[config.mk]
export PLATFORM = sky130hd
export DESIGN_NAME = result_uart_tx_flat
export DESIGN_NICKNAME = d
export VERILOG_FILES = /design/src/rtl/result_uart_if.sv /design/src/rtl/result_uart_tx.sv /design/src/flat_wrapper.sv
export SDC_FILE = /design/constraint.sdc
export NUM_CORES = 1
export LEC_CHECK = 0
export CAP_MARGIN = 20
export CORE_ASPECT_RATIO = 1.5
export CORE_MARGIN = 2
export CORE_UTILIZATION = 59
export DETAILED_ROUTE_END_ITERATION = 7
export PLACE_DENSITY = 0.79
export SYNTH_ARGS = -nofsm -noshare
export SYNTH_HDL_FRONTEND = slang
export SYNTH_SLANG_ARGS = --single-unit
[constraint.sdc]
create_clock -name clk -period 4.4 [get_ports clk]
set_input_delay 0.44 -clock clk [delete_from_list [all_inputs] [get_ports clk]]
set_output_delay 0.44 -clock clk [all_outputs]
set_load 0.05 [all_outputs]
[src/rtl/result_uart_if.sv]
// Result-to-UART bus: the CPU result value and send request in, serial line and status out.
interface result_uart_if;
  logic [15:0] result_reg;
  logic        force_send;
  logic        tx;
  logic        busy;
  logic        frame_done;

  modport master (
    output result_reg,
    output force_send,
    input  tx,
    input  busy,
    input  frame_done
  );

  modport slave (
    input  result_reg,
    input  force_send,
    output tx,
    output busy,
    output frame_done
  );
endinterface

[src/rtl/result_uart_tx.sv]
// Sends result_reg as "HHHH\r\n" over 8N1 UART whenever it changes or a send is forced.
// A snapshot is taken at frame start; changes during a frame are dropped in favour of the latest value.
module result_uart_tx #(
  parameter int CLKS_PER_BIT = 16
) (
  input  logic          clk,
  input  logic          pc_reset,
  result_uart_if.slave  bus
);

  typedef enum logic [1:0] {
    S_IDLE,
    S_START,
    S_DATA,
    S_STOP
  } state_t;

  localparam logic [15:0] BAUD_LAST = 16'(CLKS_PER_BIT - 1);
  localparam logic [2:0]  IDX_LAST  = 3'd5;
  localparam logic [2:0]  BIT_LAST  = 3'd7;

  state_t      state_q, state_d;
  logic [15:0] baud_q, baud_d;
  logic [2:0]  bit_q, bit_d;
  logic [2:0]  idx_q, idx_d;
  logic [15:0] last_sent_q, last_sent_d;
  logic [15:0] snap_q, snap_d;
  logic        tx_q, tx_d;
  logic        busy_q, busy_d;
  logic        frame_done_q, frame_done_d;

  logic        baud_tc;
  logic        trigger;
  logic [7:0]  char_nxt;

  function automatic logic [7:0] hex_ascii(input logic [3:0] n);
    if (n < 4'd10) return 8'h30 + {4'h0, n};
    else           return 8'h37 + {4'h0, n};
  endfunction

  function automatic logic [7:0] frame_char(input logic [2:0] idx, input logic [15:0] val);
    logic [7:0] c;
    case (idx)
      3'd0:    c = hex_ascii(val[15:12]);
      3'd1:    c = hex_ascii(val[11:8]);
      3'd2:    c = hex_ascii(val[7:4]);
      3'd3:    c = hex_ascii(val[3:0]);
      3'd4:    c = 8'h0D;
      default: c = 8'h0A;
    endcase
    return c;
  endfunction

  assign baud_tc = (baud_q == BAUD_LAST);
  assign trigger = (bus.result_reg != last_sent_q) || bus.force_send;

  // State register; the snapshot is pure data and needs no reset.
  always_ff @(posedge clk) begin
    if (!pc_reset) begin
      state_q      <= S_IDLE;
      baud_q       <= 16'h0000;
      bit_q        <= 3'd0;
      idx_q        <= 3'd0;
      last_sent_q  <= 16'h0000;
      tx_q         <= 1'b1;
      busy_q       <= 1'b0;
      frame_done_q <= 1'b0;
    end else begin
      state_q      <= state_d;
      baud_q       <= baud_d;
      bit_q        <= bit_d;
      idx_q        <= idx_d;
      last_sent_q  <= last_sent_d;
      tx_q         <= tx_d;
      busy_q       <= busy_d;
      frame_done_q <= frame_done_d;
    end
  end

  always_ff @(posedge clk) begin
    snap_q <= snap_d;
  end

  // Next-state logic: every bit period ends on the baud terminal count.
  always_comb begin
    state_d     = state_q;
    baud_d      = baud_q;
    bit_d       = bit_q;
    idx_d       = idx_q;
    snap_d      = snap_q;
    last_sent_d = last_sent_q;
    case (state_q)
      S_IDLE: begin
        baud_d = 16'h0000;
        bit_d  = 3'd0;
        if (trigger) begin
          snap_d      = bus.result_reg;
          last_sent_d = bus.result_reg;
          idx_d       = 3'd0;
          state_d     = S_START;
        end
      end
      S_START: begin
        if (baud_tc) begin
          baud_d  = 16'h0000;
          bit_d   = 3'd0;
          state_d = S_DATA;
        end else begin
          baud_d = baud_q + 16'h0001;
        end
      end
      S_DATA: begin
        if (baud_tc) begin
          baud_d = 16'h0000;
          if (bit_q == BIT_LAST) state_d = S_STOP;
          else                   bit_d   = bit_q + 3'd1;
        end else begin
          baud_d = baud_q + 16'h0001;
        end
      end
      S_STOP: begin
        if (baud_tc) begin
          baud_d = 16'h0000;
          if (idx_q == IDX_LAST) begin
            state_d = S_IDLE;
          end else begin
            idx_d   = idx_q + 3'd1;
            state_d = S_START;
          end
        end else begin
          baud_d = baud_q + 16'h0001;
        end
      end
      default: state_d = S_IDLE;
    endcase
  end

  // Outputs are decoded from the next state so tx/busy come straight from flops.
  always_comb begin
    char_nxt     = frame_char(idx_d, snap_d);
    tx_d         = 1'b1;
    busy_d       = (state_d != S_IDLE);
    frame_done_d = (state_q == S_STOP) && baud_tc && (idx_q == IDX_LAST);
    case (state_d)
      S_START: tx_d = 1'b0;
      S_DATA:  tx_d = char_nxt[bit_d];
      default: tx_d = 1'b1;
    endcase
  end

  assign bus.tx         = tx_q;
  assign bus.busy       = busy_q;
  assign bus.frame_done = frame_done_q;

endmodule

[src/flat_wrapper.sv]
// flat-port wrapper written by rule: the top's interface ports become plain ports
module result_uart_tx_flat 
#(
  parameter int CLKS_PER_BIT = 16
)
  (clk, pc_reset, bus_result_reg, bus_force_send, bus_tx, bus_busy, bus_frame_done);
  result_uart_if bus_i ();
  input  logic clk;
  input  logic pc_reset;
  input wire logic [$bits(bus_i.result_reg)-1:0] bus_result_reg;
  input wire logic [$bits(bus_i.force_send)-1:0] bus_force_send;
  output wire logic [$bits(bus_i.tx)-1:0] bus_tx;
  output wire logic [$bits(bus_i.busy)-1:0] bus_busy;
  output wire logic [$bits(bus_i.frame_done)-1:0] bus_frame_done;
  assign bus_i.result_reg = bus_result_reg;
  assign bus_i.force_send = bus_force_send;
  assign bus_tx = bus_i.tx;
  assign bus_busy = bus_i.busy;
  assign bus_frame_done = bus_i.frame_done;
  result_uart_tx #(.CLKS_PER_BIT(CLKS_PER_BIT)) u_core (.clk(clk), .pc_reset(pc_reset), .bus(bus_i));
endmodule
==> results.txt <==
The flow ran to the end, but the final reports show violations. The checks that failed: DRC. The number of filler instances in the final layout is 513. The startpoint identified for the worst hold timing path is u_core.baud_q[0]. The library cells used most frequently in the layout, excluding fill and tap cells, are sky130_fd_sc_hd__nand2_1 (75), sky130_fd_sc_hd__dfxtp_1 (59), sky130_fd_sc_hd__nor2_1 (34). In the final layout, the multi-input gates occupy 2352 um2. In the final routed layout, each cell accounts on average for 15.76 um.

The critical path starts at bus_result_reg[12]. The final number of setup-violating endpoints is 0. The largest net degree at the start of global routing is 28. For this design the static power due to leakage is 1.624 nW. The width of the die is 68.56 um, and the fraction of the yosys area taken by sequential cells is 32.02%. The post-layout minimum cycle time is 3.499 ns. In this run the standard cell core region covers 6087 um2. The worst reg-to-reg setup slack came out at 1.10 ns. The layout overhead on the synthesized area works out to 12.42%. For the number of nets in the layout, the log shows 508. The total number of yosys warnings is 0, and the number of standard cells after synthesis is 459. The number of setup buffers added after CTS is 0.

In this run the core area contains 35 standard-cell rows. The insertion delay of the later-clocked pin in the worst-skew pair is 0.34 ns, and the count of final hold-check violations is 0. Data on the critical path arrives at its endpoint at 3.76 ns.

The clock passes through at most 2 buffers. The final max-slew violation count is 0, and the top fanout value on the critical path is 9. The ratio of total power to cell area was 348.7 nW/um2; the synthesized area per cell was 8.036 um2.

CTS saw 59 sinks. Prior to clock tree synthesis, the placed netlist has a worst setup slack of 0.5548 ns. In the global route stage, overall resource usage came out at 28.08%.

For the number of DRC violations after detailed-routing iteration 0, the log shows 141. In this run the cell area measured after placement is 3953 um2. CTS placed an instance of sky130_fd_sc_hd__clkbuf_8 at the clock tree root. The number of input and output port buffers inserted is 21. In this run the critical register-to-register path is launched from u_core.state_q[1].

Registers take 1181 um2. The run gives 5 as the post-route DRC violation count. The end of the worst register-to-register path was u_core.bus.tx.

The synthesized netlist net count is 489, and the number of hold buffers added after cts is 0. Most instantiated flip-flop cell in the synthesis netlist: sky130_fd_sc_hd__dfxtp_1. Die outline height: 100.8 um. The logs give 4146 um2 for the post-route standard cell area excluding fillers and 3 for the deepest level of the CTS H-tree. TritonCTS built the clock tree. The clock arrives with 0.004710 ns of skew. The first global-routing pass estimated 14680 um of wire. The number of global-route vias before repair is 3272. Measured against its own limit, the worst slew margin works out to 36.03%. For the final routed database, the setup TNS stands at 0 ns.

The count of distinct cell types in the synthesized netlist is 62, and the peak supply drop is 0.0003110 V. The floorplan step defined a die boundary enclosing 6913 um2. The total detailed-routing wirelength was 8778 um; the clock slew at the register clock pins of the worst setup and hold paths was 0.06 ns. The max-capacitance violation count is 0. The worst setup path is captured at a flip-flop.

The end point of the most critical hold path was u_core.baud_q[0]. In this run, CTS created clock tree buffers numbering 9. The detailed router placed 3363 vias in this run.

Post-synthesis instance area: 3689 um2. The number of antenna violations at the first check in global routing is 0. Yosys mapped a number of flops with a built-in enable equal to 0. The pre-antenna-repair detailed-routing pass consisted of 6 iterations.

STA classifies the critical path startpoint as a primary input. The logs give 60.60% for the initial core utilization and 22 for the number of top-level pins. Setup repair after global routing left no endpoint under its margin. After global routing the overflow that remains totals 0. The path class of the tightest hold or removal check is reg2reg. The residual antenna-violating net count after detailed routing was 0; the via density per instance was 6.038. The ratio of cells with drive above 1 in the final layout is 8.696%, and the worst-margin pin slew is 0.9566 ns.

Classification of the worst setup path: in2reg. The ratio of final minimum period to clock period is 79.51%. The fraction of synthesis flops using an asynchronous set or reset pin is 0%. The sum of net half-perimeters after detailed placement was 6612 um.

The logs give 0 for the number of antenna repair diodes and 285.8 MHz for the highest achievable clock rate. The number of cells traversed by the worst hold path is 1, and the final weighted congestion in routability-driven placement is 0.9018. The number of gates resized after CTS was 0.

STA puts the critical path data required time at 4.67 ns. The commonest non-fill, non-tap cell in the layout was sky130_fd_sc_hd__nand2_1. The flop and latch count out of synthesis is 59, and the final worst-path setup slack is 0.9015 ns. Measured in cells, the most critical reg-to-reg path has a length of 15.
-- cells by family (layout without fill, tap and decap cells) --
group / count (synthesis) / count (layout) / synth area share, %
compound gates: 104 / 104 / 18.96
xor+xnor: 36 / 36 / 8.752
fa+ha+maj: 11 / 11 / 3.731
buf+inv: 37 / 61 / 4.308
flops: 59 / 59 / 32.02
mux: 14 / 14 / 3.901
simple gates: 198 / 198 / 28.32
-- state kept, by name, indices dropped and copies added, names as in the netlist --
signal,flops
u_core.baud_q,16
u_core.bit_q,3
u_core.bus.busy,1
u_core.bus.frame_done,1
u_core.bus.tx,1
u_core.idx_q,3
u_core.last_sent_q,16
u_core.snap_q,16
u_core.state_q,2
-- synthesized netlist by cell type, types with 4 or more instances --
cell	number	area, um2
sky130_fd_sc_hd__nor2b_1	7	43.79
sky130_fd_sc_hd__nand2_1	75	281.5
sky130_fd_sc_hd__nor2_1	34	127.6
sky130_fd_sc_hd__mux2i_1	11	110.1
sky130_fd_sc_hd__buf_2	7	35.03
sky130_fd_sc_hd__nor3_1	7	35.03
sky130_fd_sc_hd__and2_1	11	68.82
sky130_fd_sc_hd__a21oi_1	24	120.1
sky130_fd_sc_hd__ha_1	11	137.6
sky130_fd_sc_hd__xor2_1	17	148.9
sky130_fd_sc_hd__clkbuf_1	9	33.78
sky130_fd_sc_hd__nor4b_1	5	43.79
sky130_fd_sc_hd__and3_1	9	56.30
sky130_fd_sc_hd__dfxtp_1	59	1181
sky130_fd_sc_hd__a211oi_1	6	45.04
sky130_fd_sc_hd__a31oi_1	5	31.28
sky130_fd_sc_hd__a21boi_0	12	90.09
sky130_fd_sc_hd__or3_1	4	25.02
sky130_fd_sc_hd__nand3_1	12	60.06
sky130_fd_sc_hd__xnor2_1	18	157.7
sky130_fd_sc_hd__nand2b_1	7	43.79
sky130_fd_sc_hd__nand4_1	9	56.30
sky130_fd_sc_hd__o21ai_0	20	100.1
sky130_fd_sc_hd__o211ai_1	6	45.04
sky130_fd_sc_hd__inv_1	17	63.81
sky130_fd_sc_hd__nor3b_1	4	30.03
-- how the worst max path moves through the flow --
stage,end,cells past startpoint
finish,u_core.bus.tx,15
CTS,u_core.bus.tx,15
floorplan,u_core.bus.tx,16
global route,u_core.bus.tx,15
global placement,u_core.bus.tx,15
detailed placement,u_core.bus.tx,15
-- per-stage QoR --
stage               power, mW  utilization (%)  cells  hold slack (ns)
floorplan              0.8624                -    459           0.4175
CTS                     1.452            68.12    557           0.4516
global placement       0.9548            64.93    541           0.4281
finish                  1.446            68.12    557           0.4464
detailed placement     0.9620            64.93    541           0.4464
global route            1.520            68.12    557           0.4732
-- worst max-delay path, stage by stage --
cell,delay (ns)
sky130_fd_sc_hd__clkdlybuf4s50_1,0.48
sky130_fd_sc_hd__xnor2_1,0.32
sky130_fd_sc_hd__nand4_1,0.20
sky130_fd_sc_hd__nor3_4,0.35
sky130_fd_sc_hd__a21o_1,0.38
sky130_fd_sc_hd__nand2_1,0.08
sky130_fd_sc_hd__and2_1,0.18
sky130_fd_sc_hd__ha_1,0.34
sky130_fd_sc_hd__a311oi_1,0.28
sky130_fd_sc_hd__a31oi_1,0.07
sky130_fd_sc_hd__nor4_1,0.17
sky130_fd_sc_hd__o21ai_0,0.13
sky130_fd_sc_hd__o211ai_1,0.14
sky130_fd_sc_hd__o211ai_2,0.11
sky130_fd_sc_hd__nand4_1,0.09
-- per-layer routing --
layer | GRT usage, % | routed length [um]
met5 | 0 | 0
met4 | 15.38 | 361
met1 | 29.97 | 3507
met3 | 6.034 | 261
met2 | 49.26 | 4646
-- where the power goes --
group          internal [mW]  switching (mW)  leakage (nW)
clock                  0.274           0.217        0.0991
combinational          0.142           0.196          1.04
sequential             0.578          0.0393         0.486
-- area by class of cell --
class                           instances  share of cell area (%)
Clock buffer                           11                   3.410
Inverter                               17                   1.539
Clock inverter                          5                   1.267
Multi-Input combinational cell        363                   56.73
Tap cell                               74                   2.233
Timing Repair Buffer                   28                   6.337
Sequential cell                        59                   28.49
No activity file was read; power rests on OpenSTA's default activity.
